### config.mk
export PLATFORM = sky130hd
export DESIGN_NAME = sim_halt_monitor
export DESIGN_NICKNAME = d
export VERILOG_FILES = /design/src/rtl/sim_halt_monitor_pkg.sv /design/src/rtl/sim_halt_monitor_sat_counter.sv /design/src/rtl/sim_halt_monitor.sv
export SDC_FILE = /design/constraint.sdc
export NUM_CORES = 1
export LEC_CHECK = 0
export CELL_PAD_IN_SITES_DETAIL_PLACEMENT = 1
export CELL_PAD_IN_SITES_GLOBAL_PLACEMENT = 1
export CORE_ASPECT_RATIO = 1.1
export CORE_MARGIN = 2
export CORE_UTILIZATION = 41
export DETAILED_ROUTE_END_ITERATION = 7
export PLACE_DENSITY_LB_ADDON = 0.1
export REMOVE_ABC_BUFFERS = 1
export SYNTH_ARGS = -nofsm -noshare
export SYNTH_HDL_FRONTEND = slang
export SYNTH_SLANG_ARGS = --single-unit
### constraint.sdc
create_clock -name clk -period 6.7 [get_ports clk]
set_input_delay 0.67 -clock clk [delete_from_list [all_inputs] [get_ports clk]]
set_output_delay 0.67 -clock clk [all_outputs]
set_load 0.02 [all_outputs]
### src/rtl/sim_halt_monitor_pkg.sv
// sim_monitor_pkg
// Shared definitions for the end-of-run monitor: the controller state
// encoding, the default "test passed" trap code, the default counter width
// and the slot numbers of the three performance counters.
package sim_monitor_pkg;

  typedef enum logic [1:0] {
    ST_IDLE  = 2'd0,
    ST_RUN   = 2'd1,
    ST_DRAIN = 2'd2,
    ST_DONE  = 2'd3
  } state_e;

  // Trap immediate that marks a passing test.
  localparam logic [25:0] END_CODE_DEFAULT = 26'h300;

  // Default width of a saturating counter.
  localparam int SAT_W_DEFAULT = 32;

  // Slots in the monitor's counter bank.
  localparam int CNT_CYCLE  = 0;
  localparam int CNT_RETIRE = 1;
  localparam int CNT_STALL  = 2;
  localparam int CNT_NUM    = 3;

endpackage

### src/rtl/sim_halt_monitor_sat_counter.sv
// sat_counter
// Up-counter that sticks at its all-ones value instead of wrapping.
// Ports:
//   clk   - clock, rising edge
//   reset - asynchronous active-high reset, clears the count
//   clr   - synchronous clear (wins over inc)
//   inc   - add one this cycle unless already at maximum
//   q     - current count
module sat_counter
  import sim_monitor_pkg::*;
#(
  parameter int W = SAT_W_DEFAULT
) (
  input  logic         clk,
  input  logic         reset,
  input  logic         clr,
  input  logic         inc,
  output logic [W-1:0] q
);

  logic [W-1:0] count_q;
  logic [W-1:0] count_d;

  always_comb begin
    count_d = count_q;
    if (clr) begin
      count_d = '0;
    end else if (inc && (count_q != '1)) begin
      count_d = count_q + 1'b1;
    end
  end

  always_ff @(posedge clk or posedge reset) begin
    if (reset) begin
      count_q <= '0;
    end else begin
      count_q <= count_d;
    end
  end

  assign q = count_q;

endmodule

### src/rtl/sim_halt_monitor.sv
// sim_halt_monitor
// End-of-run monitor for the pipelined processor. Once enabled it watches
// the MEM-stage trap, retirements and stalls, runs a watchdog, drains the
// pipeline for DRAIN_CYCLES after a trap and then reports pass / fail /
// timeout together with performance counters. All outputs are registered.
// Ports:
//   clk, reset         - clock and asynchronous active-high reset
//   enable             - start a run (looked at only in IDLE)
//   clear              - leave DONE for IDLE (looked at only in DONE)
//   trap_mem/trap_code - trap valid in MEM and its immediate
//   retire_valid       - one instruction retired this cycle
//   stall              - hazard stall this cycle
//   done/halt_req      - run finished (sticky), pipeline freeze request
//   pass/timed_out     - finished on END_CODE / finished by the watchdog
//   trap_code_q        - trap code captured at the finishing trap
//   cycle_count, retire_count, stall_count - saturating counters
module sim_halt_monitor
  import sim_monitor_pkg::*;
#(
  parameter int                CNT_W        = 32,
  parameter int                TIMEOUT      = 5000,
  parameter int                DRAIN_CYCLES = 10,
  parameter int                TRAP_W       = 26,
  parameter logic [TRAP_W-1:0] END_CODE     = TRAP_W'(END_CODE_DEFAULT)
) (
  input  logic              clk,
  input  logic              reset,
  input  logic              enable,
  input  logic              clear,
  input  logic              trap_mem,
  input  logic [TRAP_W-1:0] trap_code,
  input  logic              retire_valid,
  input  logic              stall,
  output logic              done,
  output logic              pass,
  output logic              timed_out,
  output logic              halt_req,
  output logic [TRAP_W-1:0] trap_code_q,
  output logic [CNT_W-1:0]  cycle_count,
  output logic [CNT_W-1:0]  retire_count,
  output logic [CNT_W-1:0]  stall_count
);

  // A zero-cycle drain still needs a legal (unused) counter width.
  localparam int DRAIN_W = (DRAIN_CYCLES > 0) ? $clog2(DRAIN_CYCLES + 1) : 1;
  localparam logic [DRAIN_W-1:0] DRAIN_LAST =
    DRAIN_W'((DRAIN_CYCLES > 0) ? DRAIN_CYCLES - 1 : 0);

  // The cycle counter saturates, so a limit it can never reach must never
  // fire (a truncated compare would otherwise alias onto a small value).
  localparam bit               WD_REACHABLE = ($clog2(TIMEOUT) <= CNT_W);
  localparam logic [CNT_W-1:0] WD_LAST      = CNT_W'(TIMEOUT - 1);

  state_e              state_q, state_d;
  logic [DRAIN_W-1:0]  drain_q, drain_d;
  logic                done_q, done_d;
  logic                pass_q, pass_d;
  logic                timed_out_q, timed_out_d;
  logic [TRAP_W-1:0]   code_q, code_d;

  logic                cnt_clr;
  logic [CNT_NUM-1:0]  cnt_inc;
  logic [CNT_W-1:0]    cnt_val [CNT_NUM];
  logic                wd_hit;

  assign wd_hit = WD_REACHABLE && (cnt_val[CNT_CYCLE] == WD_LAST);

  // Counter bank: cleared on the IDLE->RUN edge, frozen outside RUN/DRAIN.
  assign cnt_clr = (state_q == ST_IDLE) && enable;
  assign cnt_inc[CNT_CYCLE]  = (state_q == ST_RUN) || (state_q == ST_DRAIN);
  assign cnt_inc[CNT_RETIRE] = ((state_q == ST_RUN) || (state_q == ST_DRAIN)) && retire_valid;
  assign cnt_inc[CNT_STALL]  = (state_q == ST_RUN) && stall;

  genvar gi;
  generate
    for (gi = 0; gi < CNT_NUM; gi++) begin : g_cnt
      sat_counter #(.W(CNT_W)) u_cnt (
        .clk   (clk),
        .reset (reset),
        .clr   (cnt_clr),
        .inc   (cnt_inc[gi]),
        .q     (cnt_val[gi])
      );
    end
  endgenerate

  always_comb begin
    state_d     = state_q;
    drain_d     = drain_q;
    done_d      = done_q;
    pass_d      = pass_q;
    timed_out_d = timed_out_q;
    code_d      = code_q;
    case (state_q)
      ST_IDLE: begin
        if (enable) begin
          state_d     = ST_RUN;
          done_d      = 1'b0;
          pass_d      = 1'b0;
          timed_out_d = 1'b0;
          code_d      = '0;
        end
      end
      ST_RUN: begin
        // Trap is checked first so it beats a simultaneous watchdog expiry.
        if (trap_mem) begin
          code_d  = trap_code;
          pass_d  = (trap_code == END_CODE);
          drain_d = '0;
          if (DRAIN_CYCLES == 0) begin
            state_d = ST_DONE;
            done_d  = 1'b1;
          end else begin
            state_d = ST_DRAIN;
          end
        end else if (wd_hit) begin
          state_d     = ST_DONE;
          done_d      = 1'b1;
          timed_out_d = 1'b1;
          pass_d      = 1'b0;
        end
      end
      ST_DRAIN: begin
        if (drain_q == DRAIN_LAST) begin
          state_d = ST_DONE;
          done_d  = 1'b1;
        end else begin
          drain_d = drain_q + 1'b1;
        end
      end
      ST_DONE: begin
        if (clear) begin
          state_d     = ST_IDLE;
          done_d      = 1'b0;
          pass_d      = 1'b0;
          timed_out_d = 1'b0;
          code_d      = '0;
        end
      end
      default: begin
        state_d = ST_IDLE;
      end
    endcase
  end

  always_ff @(posedge clk or posedge reset) begin
    if (reset) begin
      state_q     <= ST_IDLE;
      drain_q     <= '0;
      done_q      <= 1'b0;
      pass_q      <= 1'b0;
      timed_out_q <= 1'b0;
      code_q      <= '0;
    end else begin
      state_q     <= state_d;
      drain_q     <= drain_d;
      done_q      <= done_d;
      pass_q      <= pass_d;
      timed_out_q <= timed_out_d;
      code_q      <= code_d;
    end
  end

  assign done         = done_q;
  assign halt_req     = done_q;
  assign pass         = pass_q;
  assign timed_out    = timed_out_q;
  assign trap_code_q  = code_q;
  assign cycle_count  = cnt_val[CNT_CYCLE];
  assign retire_count = cnt_val[CNT_RETIRE];
  assign stall_count  = cnt_val[CNT_STALL];

endmodule
# After elaboration in Yosys (flattened, before gate mapping)
# Cells that the tools add are included.
# word_totals
ff_bits	131
in_bits	33
out_inout_bits	126
wordCells	78
# classes
addsub	4
eq_ne	17
mux	29
reduce_logical	19
# op_table
cell	count
32-bit two-way mux	6
32-bit by 1-bit adder with 32-bit output, second input constant	3
32-bit != test, second input constant	3
26-bit two-way mux	3
26-bit case mux with 3 select lines	1
32-bit by 13-bit equality test with 1-bit output, second input constant	1
26-bit by 10-bit equality test with 1-bit output, second input constant	1
2-bit != test, second input constant	6
4-bit AND reduction	3
2-bit two-way mux	5
5-bit AND reduction	2
4-bit two-way mux	2
2-bit case mux with 4 select lines	1
4-bit case mux with 2 select lines	1
2-bit nonzero test	4
1-bit two-way mux	7
1-bit logical AND	6
1-bit case mux with 3 select lines	2
4-bit by 1-bit adder with 4-bit output, second input constant	1
2-bit equality test, second input constant	2
4-bit equality test, second input constant	1
1-bit case mux with 4 select lines	1
3-bit != test, second input constant	1
3-bit AND reduction	1
5 further kinds	5

# Depth between registers and ports, before layout
# Gate-level depths: netlist of run 1.
# logic_depth
ltp_word	6
mapped_depth	10
ltp_nobuf	7

# Hierarchy
# Synthesis of run 1 repeated with hierarchy kept, for this count alone.
# hier_totals
cells_unflattened	701
hier_area_um2	6984.2
# by_module_without_submodules
module	n_inst	cells_per_inst	area_per_inst_um2	seq_area_each_um2
sat_counter	3	186	1740.4	800.8
sim_halt_monitor	1	143	1762.9	875.8

# Worst setup path before layout of run 1
# Ideal clock, no wire load.
# synth_path
kind	register -> register
from	register state_q[0]
to	register g_cnt[1].u_cnt.count_q[19]
setup_ps	78
arrival_time_ps	2420
t_required_ps	6622
path_slack_ps	4202
path_stages_with_launch	11
n_path_buf	3
synth_period_minus_slack_ps	2498
cell_sequence	dfrtp_1 > inv_1 > ha_1 > clkbuf_1 > and2_1 > clkbuf_1 > nand3_1 > a311o_1 > clkbuf_1 > or3_1 > a21oi_1
# synth_via
elab_chain_len	5
elab_cells_between_ends	9
classes_between	2 x eq/ne; 1 x mux; 6 x reduce/logical
# synth_lines
item	line_no	text
start, declared	sim_halt_monitor.sv:54	state_e state_q, state_d;
start signal, assigned	sim_halt_monitor.sv:155	state_q <= state_d;
2-bit by 1-bit equality test with 1-bit output / 2-bit equality test (equally long branches)	sim_halt_monitor.sv:71	assign cnt_inc[CNT_RETIRE] = ((state_q == ST_RUN) || (state_q == ST_DRAIN)) && retire_valid;
1-bit logical OR	sim_halt_monitor.sv:71	
1-bit logical AND	sim_halt_monitor.sv:71	
1-bit logical AND	sim_halt_monitor_sat_counter.sv:28	end else if (inc && (count_q != '1)) begin
2-bit nonzero test (no source line)	-	
end signal, assigned	sim_halt_monitor_sat_counter.sv:37	count_q <= count_d;
end, declared	sim_halt_monitor_sat_counter.sv:21	logic [W-1:0] count_q;
# Parallel ways exist; a longest one is shown, timed or not.
# A chain may end at the register's enable or synchronous reset.

# Worst setup path after layout of run 1
# layout_path
from	register g_cnt[0].u_cnt.count_q[0]
to	register g_cnt[0].u_cnt.count_q[15]
# layout_via
elab_chain_len	3
elab_cells_between_ends	6
classes_between	1 x add/sub; 1 x eq/ne; 2 x mux; 2 x reduce/logical
# layout_lines
item	line_no
start, declared	sim_halt_monitor_sat_counter.sv:21
start signal, assigned	sim_halt_monitor_sat_counter.sv:37
32-bit by 1-bit adder with 32-bit output / 32-bit != test (equally long branches)	sim_halt_monitor_sat_counter.sv:29, sim_halt_monitor_sat_counter.sv:28
32-bit two-way mux / 1-bit logical AND (equally long branches)	sim_halt_monitor_sat_counter.sv:28
32-bit two-way mux / 2-bit nonzero test (equally long branches)	-
# Parallel ways exist; a longest one is shown, timed or not. The select of a mux whose other input is x is not followed.

==> summary.txt, run 1 <==
Critical path
  – Crit-path max FO: 7
  – Worst Path Arrival: 3.40 ns
  – Worst reg2reg path endpoint: g_cnt[0].u_cnt.q[15]$_DFFE_PP0P_
  – Critical path endpoint category: flip-flop
  – Reg2reg start: g_cnt[0].u_cnt.q[0]$_DFFE_PP0P_
  – Setup crit start kind: flip-flop
  – Setup CP Type: reg -> reg
  – FF-to-FF setup slack: 3.57 ns
  – CP Data Required Time: roughly 7 ns
  – R2R depth: 7

Status
  – Status: finished, final reports clean

Clock network
  – Gates resized, CTS repair: 0
  – Root buf cell: clkbuf_16
  – Sink Count: 131
  – Clock transition at path regs: approximately 0.06 ns
  – Htree depth: 4
  – Hold_buf cts: 0
  – Total CTS buffers: 17
  – Setup bufs post-CTS: 0
  – CTS tree: built
  – Clock latency on the worst-skew pair: 0.43 ns
  – CTS max path bufs: 2

Logic synthesis
  – Yosys warns: 0
  – Ranking of synthesized cells by area: dfrtp_1 (47%), nand2_1 (4.0%), a21oi_1 (4.0%)
  – Cell area after synthesis: 6900 sq um
  – Synth cell types: 50
  – Synthesized area per cell: 9.24 sq um
  – Post-synth top area share: 0.475
  – Seq/Total Area, Yosys: 0.475
  – Ys async rst share: 1.00
  – Most numerous cell in the Yosys netlist: dfrtp_1
  – Synth Register Bits: 131
  – Ys flop type: dfrtp_1
  – Post-Syn Instances: 747
  – EDFF count, synth: 0
  – Cell taking the most area after synthesis: dfrtp_1
  – Synth cell count leaders: dfrtp_1 (131), nand2_1 (74), nor2_1 (56)

Finish
  – Share of layout cells above drive strength 1: 0.0608
  – Antenna cell count: 0
  – Number of nets in the layout: 935
  – Area grow syn2layout: 34.4%

Routing
  – Post-Route WL: ~22,000 microns
  – DR DRC count: 0
  – Iter 0 DRT Violations: between 300 and 400
  – Final antenna-violating net count: 0
  – DR WL/cell: about 20 microns
  – First-pass iteration count of the detailed router: 4
  – Via density: 6.09
  – Vias: 6,749

Floorplan
  – Ports: between 150 and 200
  – DIE WIDTH: 128 microns
  – Num rows: between 40 and 50
  – Total die area: 17,900 sq um
  – Chip Height: approximately 140 microns
  – Starting Density: 0.420
  – Core footprint: 16,400 sq um

STA
  – F_max: 0.319 GHz
  – Period minus WS final: 3.13 ns
  – Final worst slack: 3.57 ns
  – RSZ-0062 raised after global routing: no
  – Final worst path period share: 0.468
  – Setup-failing EPs final: 0
  – Clk_skew: 0.0104 ns
  – Final Hold Fails: 0
  – Max-slew violations: 0
  – Slew margin rel.: 0.118
  – Worst Tran Pin Value: 1.31 ns
  – Fin Setup TNS: 0 ns

Power
  – Peak VDD IR: between 0.15 and 0.2 mV
  – Power Density: 310 nW/um^2
  – Switching pwr: 0.00100 W
  – Gate power share: 0.303
  – Net Sw Frac: 0.348
  – Clock power share: 0.350
  – Pint: 0.00188 W
  – P_leak: 3.69 nW
  – Sequential fraction of design power: 0.347

GRT
  – Pin count of the biggest net entering global routing: 88
  – First-pass GRT wire length: 36,500 microns
  – Tot GR Track Use: 0.252
  – Grt ovf: 0
  – Initial antenna violation count: 0
  – Vias in the first global route: 7,126

Worst hold path
  – Hold depth: 1
  – Min-Delay Endpoint: trap_code_q[20]$_DFFE_PP0P_
  – Hold Path Class: reg -> reg
  – HP Start: trap_code_q[20]$_DFFE_PP0P_

Placed design
  – Port Buffers: 158
  – Hpwl dp: 14,900 microns
  – Placer congestion estimate: 0.799
  – Pre-CTS setup slack: 3.67 ns

Run
  – MaxCap Viol Count: 0
-- kinds of logic after synthesis --
logic type,synth area share
DFF,0.475
AOI/OAI and AO/OA,0.179
xor gates and xnor gates,0.0279
muxes,0.0149
buffers and inverters,0.0306
and+or+nand+nor,0.254
adders and majority gates,0.0181
-- power by group through the flow --
| stage | logic [W] | registers, W | clock network [W] |
|---|---|---|---|
| floorplan | 0.000392 | 0.00110 | 0 |
| global placement | 0.000837 | 0.000998 | 0 |
| detailed placement | 0.000868 | 0.00101 | 0 |
| CTS | 0.000876 | 0.000997 | 0.00102 |
| global route | 0.000948 | 0.00101 | 0.00106 |
| finish | 0.000871 | 0.000998 | 0.00101 |
-- state kept, by name, indices dropped and copies added, names as in the netlist --
register / count
state_q: 2
drain_q: 4
pass: 1
g_cnt.u_cnt.q: 96
done: 1
timed_out: 1
trap_code_q: 26
-- per-stage QoR --
stage / hold slack [ns] / utilization / cell area, sq um / total power, W / cells
after global routing: 0.535 / 0.565 / 9280 / 0.00302 / 1109
after global placement: 0.488 / 0.526 / 8640 / 0.00184 / 1077
final: 0.506 / 0.565 / 9280 / 0.00288 / 1109
after CTS: 0.509 / 0.565 / 9280 / 0.00289 / 1109
after floorplan: 0.504 / - / 6750 / 0.00149 / 709
after detailed placement: 0.491 / 0.526 / 8640 / 0.00188 / 1077
-- cell usage in the layout (no fill, tap or decap), types with 3 or more instances in the layout --
| master | n |
|---|---|
| xnor2_1 | 15 |
| a31oi_1 | 7 |
| o211ai_1 | 10 |
| or2_2 | 5 |
| nor2_1 | 56 |
| a21oi_1 | 55 |
| and2_1 | 4 |
| clkinvlp_4 | 3 |
| buf_4 | 6 |
| a211oi_1 | 6 |
| or4_1 | 24 |
| and4_1 | 12 |
| mux2i_1 | 8 |
| nand3_1 | 34 |
| ha_1 | 10 |
| or3_1 | 35 |
| nand2_1 | 74 |
| o31ai_1 | 11 |
| bufinv_16 | 4 |
| o21ai_0 | 47 |
| nor3_1 | 14 |
| a22o_1 | 26 |
| clkdlybuf4s50_1 | 158 |
| xor2_1 | 7 |
| nand4_1 | 31 |
| and3_1 | 6 |
| nor4_1 | 21 |
| o2111ai_1 | 3 |
| a31o_2 | 5 |
| dfrtp_1 | 131 |
| a41o_1 | 6 |
| nand2b_1 | 7 |
| clkbuf_16 | 17 |
| inv_1 | 15 |
-- area by class of cell --
cell class / count / area (sq um)
multi-input cells: 562 / 3420
clock buffers: 20 / 457
well taps: 204 / 255
flip-flops and latches: 131 / 3280
inverters: 16 / 62.6
repair buffers: 164 / 1630
fillers: 1849 / 7150
clock inverters: 12 / 179
-- layer usage --
| layer | vias up | wire (microns) | track usage | share of wire |
|---|---|---|---|---|
| met5 | - | 0 | 0 | 0 |
| met4 | 0 | 418 | 0.0856 | 0.019 |
| met3 | 30 | 912 | 0.0497 | 0.041 |
| li1 | 3092 | - | - | - |
| met1 | 3481 | 9380 | 0.310 | 0.42 |
| met2 | 146 | 11400 | 0.442 | 0.52 |
-- critical path: stages, from the launching register on --
cell	delay, ns
dfrtp_1	0.42
ha_1	0.27
nand3_1	0.13
or4_1	0.54
o311ai_0	1.10
buf_4	0.29
xor2_1	0.16
nor2_1	0.06
-- worst max-delay path by stage --
| stage | from | endpoint | slack (ns) | cells after the start |
|---|---|---|---|---|
| floorplan | reset | done$_DFFE_PP0P_ | 2.53 | 1 |
| global placement | stall | g_cnt[2].u_cnt.q[21]$_DFFE_PP0P_ | 3.92 | 6 |
| detailed placement | g_cnt[0].u_cnt.q[0]$_DFFE_PP0P_ | g_cnt[0].u_cnt.q[15]$_DFFE_PP0P_ | 3.67 | 7 |
| CTS | g_cnt[0].u_cnt.q[0]$_DFFE_PP0P_ | g_cnt[0].u_cnt.q[15]$_DFFE_PP0P_ | 3.50 | 7 |
| global route | g_cnt[0].u_cnt.q[0]$_DFFE_PP0P_ | g_cnt[0].u_cnt.q[15]$_DFFE_PP0P_ | 3.34 | 7 |
| finish | g_cnt[0].u_cnt.q[0]$_DFFE_PP0P_ | g_cnt[0].u_cnt.q[15]$_DFFE_PP0P_ | 3.57 | 7 |
Power figures use the tool's default switching activity.
==> run 2, diff against run 1 <==
- CORE_UTILIZATION: 41 -> 38
- clock period: 6.7 -> 3.2 ns (I/O delays scaled with it)
==> run 2 against run 1 <==
Against the previous run:
- worst setup slack got worse by 3.1 ns
- cell area rose by 2.0%
- utilization fell by 3.1 points
- clock skew grew 0.0019 ns
- highest routed layer unchanged
- die area increased by 7.6%
- non-clock buffer count grew 10
- flip-flop and latch count stayed put
- cell count rose by 4.0%
- worst hold slack worse by 0.16 ns
- maximum frequency grew 16%
- sequential power rose by 110%
==> summary.txt, run 2 (synthesis results as in run 1) <==
Critical path
  – Setup crit start kind: flip-flop
  – Setup CP Type: reg -> reg
  – R2R depth: 8
  – FF-to-FF setup slack: 0.51 ns
  – Crit-path max FO: 8
  – CP Data Required Time: 3.54 ns
  – Worst Path Arrival: 3.03 ns
  – Worst reg2reg path endpoint: g_cnt[0].u_cnt.q[29]$_DFFE_PP0P_
  – Critical path endpoint category: flip-flop
  – Reg2reg start: state_q[0]$_DFFE_PP0P_

Clock network
  – Sink Count: 131
  – Htree depth: 4
  – Setup bufs post-CTS: 0
  – Clock latency on the worst-skew pair: 0.42 ns
  – CTS max path bufs: 2
  – CTS tree: built
  – Gates resized, CTS repair: 0
  – Hold_buf cts: 0
  – Total CTS buffers: 17
  – Root buf cell: clkbuf_16
  – Clock transition at path regs: 0.06 ns

Power
  – Power Density: approximately 660 nW/um^2
  – Total power: 0.00625 W
  – P_leak: roughly 3.8 nW
  – Peak VDD IR: 0.454 mV

Finish
  – Most common cell after layout, fill and taps aside: clkdlybuf4s50_1
  – Final std cells w/o fill: 1,153
  – Share of layout cells above drive strength 1: 0.0721
  – Number of nets in the layout: 945
  – Area of the multi-input gates: 3420 sq um
  – Fillers: 2,015
  – Max reg flops: between 90 and 100
  – FF+latch area: 3280 sq um
  – Area grow syn2layout: 37.2%
  – Most frequent cells in the layout: clkdlybuf4s50_1 (158), dfrtp_1 (131), nand2_1 (74)
  – Antenna cell count: 0

GRT
  – Tot GR Track Use: 0.236
  – Vias in the first global route: between 7,000 and 8,000
  – Pin count of the biggest net entering global routing: 63
  – Initial antenna violation count: 0
  – Grt ovf: 0
  – First-pass GRT wire length: 37,200 microns

Routing
  – Vias: 6,816
  – Via density: 5.91
  – First-pass iteration count of the detailed router: 4
  – DR DRC count: 0
  – Final antenna-violating net count: 0
  – DR WL/cell: 19.6 microns
  – Iter 0 DRT Violations: 288
  – Post-Route WL: about 23,000 microns

Placed design
  – Placed cells: 1,121
  – Port Buffers: 158
  – Hpwl dp: 15,500 microns
  – Placer congestion estimate: ~0.79

STA
  – RSZ-0062 raised after global routing: no
  – Period minus WS final: between 2 and 3 ns
  – Final worst path period share: 0.842
  – Setup-failing EPs final: 0
  – Max-slew violations: 0
  – Final Hold Fails: 0
  – F_max: 0.371 GHz
  – Worst Tran Pin Value: around 0.90 ns
  – Slew margin rel.: 0.397
  – Clk_skew: 0.0122 ns
  – Worst hold slack: 0.348 ns

Status
  – Status: finished, final reports clean

Floorplan
  – Core footprint: about 18,000 sq um
  – DIE WIDTH: about 130 microns
  – Chip Height: approximately 150 microns
  – Total die area: ~19,000 sq um
  – Starting Density: 0.389
  – Num rows: between 50 and 60
  – Ports: ~160

Worst hold path
  – Hold Path Class: in -> async

Run
  – MaxCap Viol Count: 0
## run 2: changes by cell type in the layout (fill, tap and decap cells not counted), sizes merged
| cell | change |
|---|---|
| clkinv | +1 |
| bufinv | +2 |
| buf | +10 |
| clkbuf | -1 |
| clkinvlp | -2 |
## run 2: metrics by stage
step	utilization	setup WS, ns	instance area (sq um)	setup TNS [ns]
floorplan	-	-0.618	6750	-80.92
global placement	0.495	0.737	8790	0
detailed placement	0.495	0.641	8790	0
CTS	0.534	0.557	9470	0
global route	0.534	0.313	9470	0
finish	0.534	0.507	9470	0
## run 2: where the power goes
group	internal, W	total [W]	switching [W]
registers	0.00187	0.00209	0.000215
clock network	0.00150	0.00226	0.000759
logic	0.000762	0.00190	0.00114
total	0.00414	0.00625	0.00211
## run 2: worst max-delay path by stage
stage	startpoint	end
after global placement	state_q[0]$_DFFE_PP0P_	g_cnt[1].u_cnt.q[27]$_DFFE_PP0P_
after detailed placement	state_q[0]$_DFFE_PP0P_	g_cnt[1].u_cnt.q[9]$_DFFE_PP0P_
after CTS	state_q[0]$_DFFE_PP0P_	g_cnt[0].u_cnt.q[29]$_DFFE_PP0P_
after floorplan	reset	done$_DFFE_PP0P_
final	state_q[0]$_DFFE_PP0P_	g_cnt[0].u_cnt.q[29]$_DFFE_PP0P_
after global routing	state_q[0]$_DFFE_PP0P_	g_cnt[0].u_cnt.q[29]$_DFFE_PP0P_
## run 2: metal layers
metal  GRT usage  wire length, microns
met2       0.398                 11300
met1       0.309                 10200
met4      0.0720                   345
met3      0.0432                   774
met5           0                     0
## run 2: cell type report
| type | instances | share of cell area |
|---|---|---|
| Clock inverter | 13 | 0.0242 |
| Inverter | 16 | 0.00661 |
| Timing Repair Buffer | 174 | 0.182 |
| Tap cell | 238 | 0.0315 |
| Clock buffer | 19 | 0.0478 |
| Multi-Input combinational cell | 562 | 0.361 |
| Sequential cell | 131 | 0.346 |
## run 2: worst max-delay path, cell delays in order (launching register included)
cell and delay (ns):
dfrtp_1 0.43, inv_1 0.12, ha_1 0.36, buf_4 0.18, nand2_1 0.08, nor4_1 0.38
o2111ai_1 0.40, or3_1 0.48, a21oi_1 0.18
==> run 3, diff against run 2 <==
- clock period: 3.2 -> 2.8 ns (I/O delays scaled with it)
==> run 3 against run 2 <==
Against the previous run:
- highest routed layer unchanged
- utilization is 0.35 points higher
- die area is the same
- critical path type unchanged
- sequential power grew 14%
- sequential share of layout area fell by 0.23 points
- maximum frequency up 2.5%
- worst hold slack got worse by 0.053 ns
- cell area grew 0.66%
- clock skew down 0.0033 ns
==> summary.txt, run 3 (synthesis results as in run 1) <==
STA
  – Clk_skew: approximately 0.0090 ns
  – Worst Tran Pin Value: roughly 0.62 ns
  – Final worst slack: 0.173 ns
  – Setup-failing EPs final: 0
  – RSZ-0062 raised after global routing: no
  – Final Hold Fails: 0
  – Slew margin rel.: 0.583
  – Period minus WS final: 2.63 ns
  – Max-slew violations: 0
  – F_max: approximately 0.38 GHz
  – Final worst path period share: 0.938
  – Worst hold slack: 0.296 ns

Finish
  – Max reg flops: 96
  – Number of nets in the layout: between 900 and 1,000
  – Area grow syn2layout: 38.1%
  – Most frequent cells in the layout: clkdlybuf4s50_1 (158), dfrtp_1 (131), nand2_1 (73)
  – FF+latch area: roughly 3300 sq um
  – Area of the multi-input gates: between 3000 and 4000 sq um
  – Finished Cell Area: 9530 sq um
  – Most common cell after layout, fill and taps aside: clkdlybuf4s50_1
  – Antenna cell count: 0
  – Final core utilization: 0.537
  – Share of layout cells above drive strength 1: 0.0833
  – Fillers: between 2,000 and 2,500

Placed design
  – Placer congestion estimate: 0.793
  – Cell Area, Placed: 8870 sq um
  – Hpwl dp: 15,700 microns
  – Port Buffers: between 150 and 200
  – Pre-CTS setup slack: 0.213 ns

Critical path
  – Critical path endpoint category: flip-flop
  – FF-to-FF setup slack: 0.17 ns
  – Setup CP Type: reg -> reg
  – Reg2reg start: state_q[0]$_DFFE_PP0P_
  – CP max stage cell: or4_1
  – Setup crit start kind: flip-flop
  – WP buf/inv: 1
  – CP peak stage delay: 0.55 ns
  – R2R depth: 7
  – Crit-path max FO: 16
  – Worst Path Arrival: approximately 3 ns
  – CP Cell Sequence: inv_1, ha_1, and2_1, nand3_1, a311o_1, or4_1, a21oi_1
  – CP Data Required Time: around 3.2 ns
  – Delay-heaviest family, CP: simple AND/OR/NAND/NOR gates
  – Worst reg2reg path endpoint: g_cnt[1].u_cnt.q[25]$_DFFE_PP0P_

Routing
  – Vias: 6,824
  – Met2 WL: 11,500 microns
  – First-pass iteration count of the detailed router: 4
  – Via density: 5.87
  – DR top layer: met4
  – Met3 Routed Length: between 1000 and 1500 microns
  – Wl on met1: 9750 microns
  – Final antenna-violating net count: 0
  – DR WL/cell: 19.4 microns
  – Post-Route WL: roughly 23,000 microns
  – Iter 0 DRT Violations: 340
  – DR DRC count: 0

Floorplan
  – Num rows: 51
  – Ports: 159
  – Chip Height: 145 microns
  – DIE WIDTH: approximately 130 microns
  – Total die area: 19,300 sq um
  – Core footprint: 17,700 sq um
  – Starting Density: 0.389

Clock network
  – Setup bufs post-CTS: 0
  – Clock latency on the worst-skew pair: between 0.4 and 0.5 ns
  – Sink Count: 131
  – Root buf cell: clkbuf_16
  – Gates resized, CTS repair: 0
  – Hold_buf cts: 0
  – CTS max path bufs: 2
  – Total CTS buffers: 17
  – Htree depth: 4
  – CTS tree: built
  – Clock transition at path regs: 0.06 ns

GRT
  – First-pass GRT wire length: ~37,000 microns
  – Vias in the first global route: 7,110
  – Pin count of the biggest net entering global routing: 49
  – Grt ovf: 0
  – Tot GR Track Use: 0.235
  – Initial antenna violation count: 0

Power
  – P_leak: 3.80 nW
  – Pint: 0.00463 W
  – Switching pwr: 0.00249 W
  – Power Density: ~750 nW/um^2
  – Clock power share: 0.351
  – Peak VDD IR: between 0.5 and 0.6 mV
  – Sequential fraction of design power: 0.334
  – Net Sw Frac: 0.349
  – Gate power share: 0.315

Status
  – Status: finished, final reports clean

Run
  – MaxCap Viol Count: 0

Worst hold path
  – Hold Path Class: in -> async
==> run 3: changes by cell type in the layout (fill, tap and decap cells not counted), sizes merged <==
cell      previous run  this run
clkinvlp             1         3
clkbuf              19        17
buf                 16        25
bufinv               6         5
inv                 17        19
clkinv               5         4
==> run 3: power by group through the flow <==
stage / Clock (W) / Sequential, W / Combinational (W)
global placement: 0 / 0.00238 / 0.00214
CTS: 0.00254 / 0.00238 / 0.00227
global route: 0.00263 / 0.00242 / 0.00242
finish: 0.00250 / 0.00238 / 0.00224
floorplan: 0 / 0.00263 / 0.000939
detailed placement: 0 / 0.00241 / 0.00223
==> run 3: stage by stage <==
step | std cells | setup TNS (ns) | total power, W
final | 1162 | 0 | 0.00712
after global routing | 1162 | 0 | 0.00747
after CTS | 1162 | 0 | 0.00718
after detailed placement | 1130 | 0 | 0.00464
after global placement | 1130 | 0 | 0.00452
after floorplan | 709 | -137.76 | 0.00356
==> run 3: layout make-up <==
type | count | share of cell area
Inverter | 16 | 0.00656
Tap cell | 238 | 0.0312
Clock buffer | 17 | 0.0446
Clock inverter | 15 | 0.0242
Multi-Input combinational cell | 562 | 0.360
Timing Repair Buffer | 183 | 0.190
Sequential cell | 131 | 0.344
==> run 3: worst max path at each step <==
stage | cells after the start | slack, ns | to | startpoint
finish | 7 | 0.17 | g_cnt[1].u_cnt.q[25]$_DFFE_PP0P_ | state_q[0]$_DFFE_PP0P_
global route | 7 | 0.002 | g_cnt[1].u_cnt.q[26]$_DFFE_PP0P_ | state_q[0]$_DFFE_PP0P_
CTS | 7 | 0.17 | g_cnt[1].u_cnt.q[26]$_DFFE_PP0P_ | state_q[0]$_DFFE_PP0P_
detailed placement | 7 | 0.21 | g_cnt[1].u_cnt.q[25]$_DFFE_PP0P_ | state_q[0]$_DFFE_PP0P_
global placement | 7 | 0.32 | g_cnt[1].u_cnt.q[27]$_DFFE_PP0P_ | state_q[0]$_DFFE_PP0P_
floorplan | 1 | -0.98 | done$_DFFE_PP0P_ | reset
==> run 3: per-layer routing <==
layer / global-route usage / vias up
met5: 0 / -
met4: 0.0704 / 0
met3: 0.0522 / 29
met2: 0.402 / 160
met1: 0.297 / 3495
li1: - / 3140
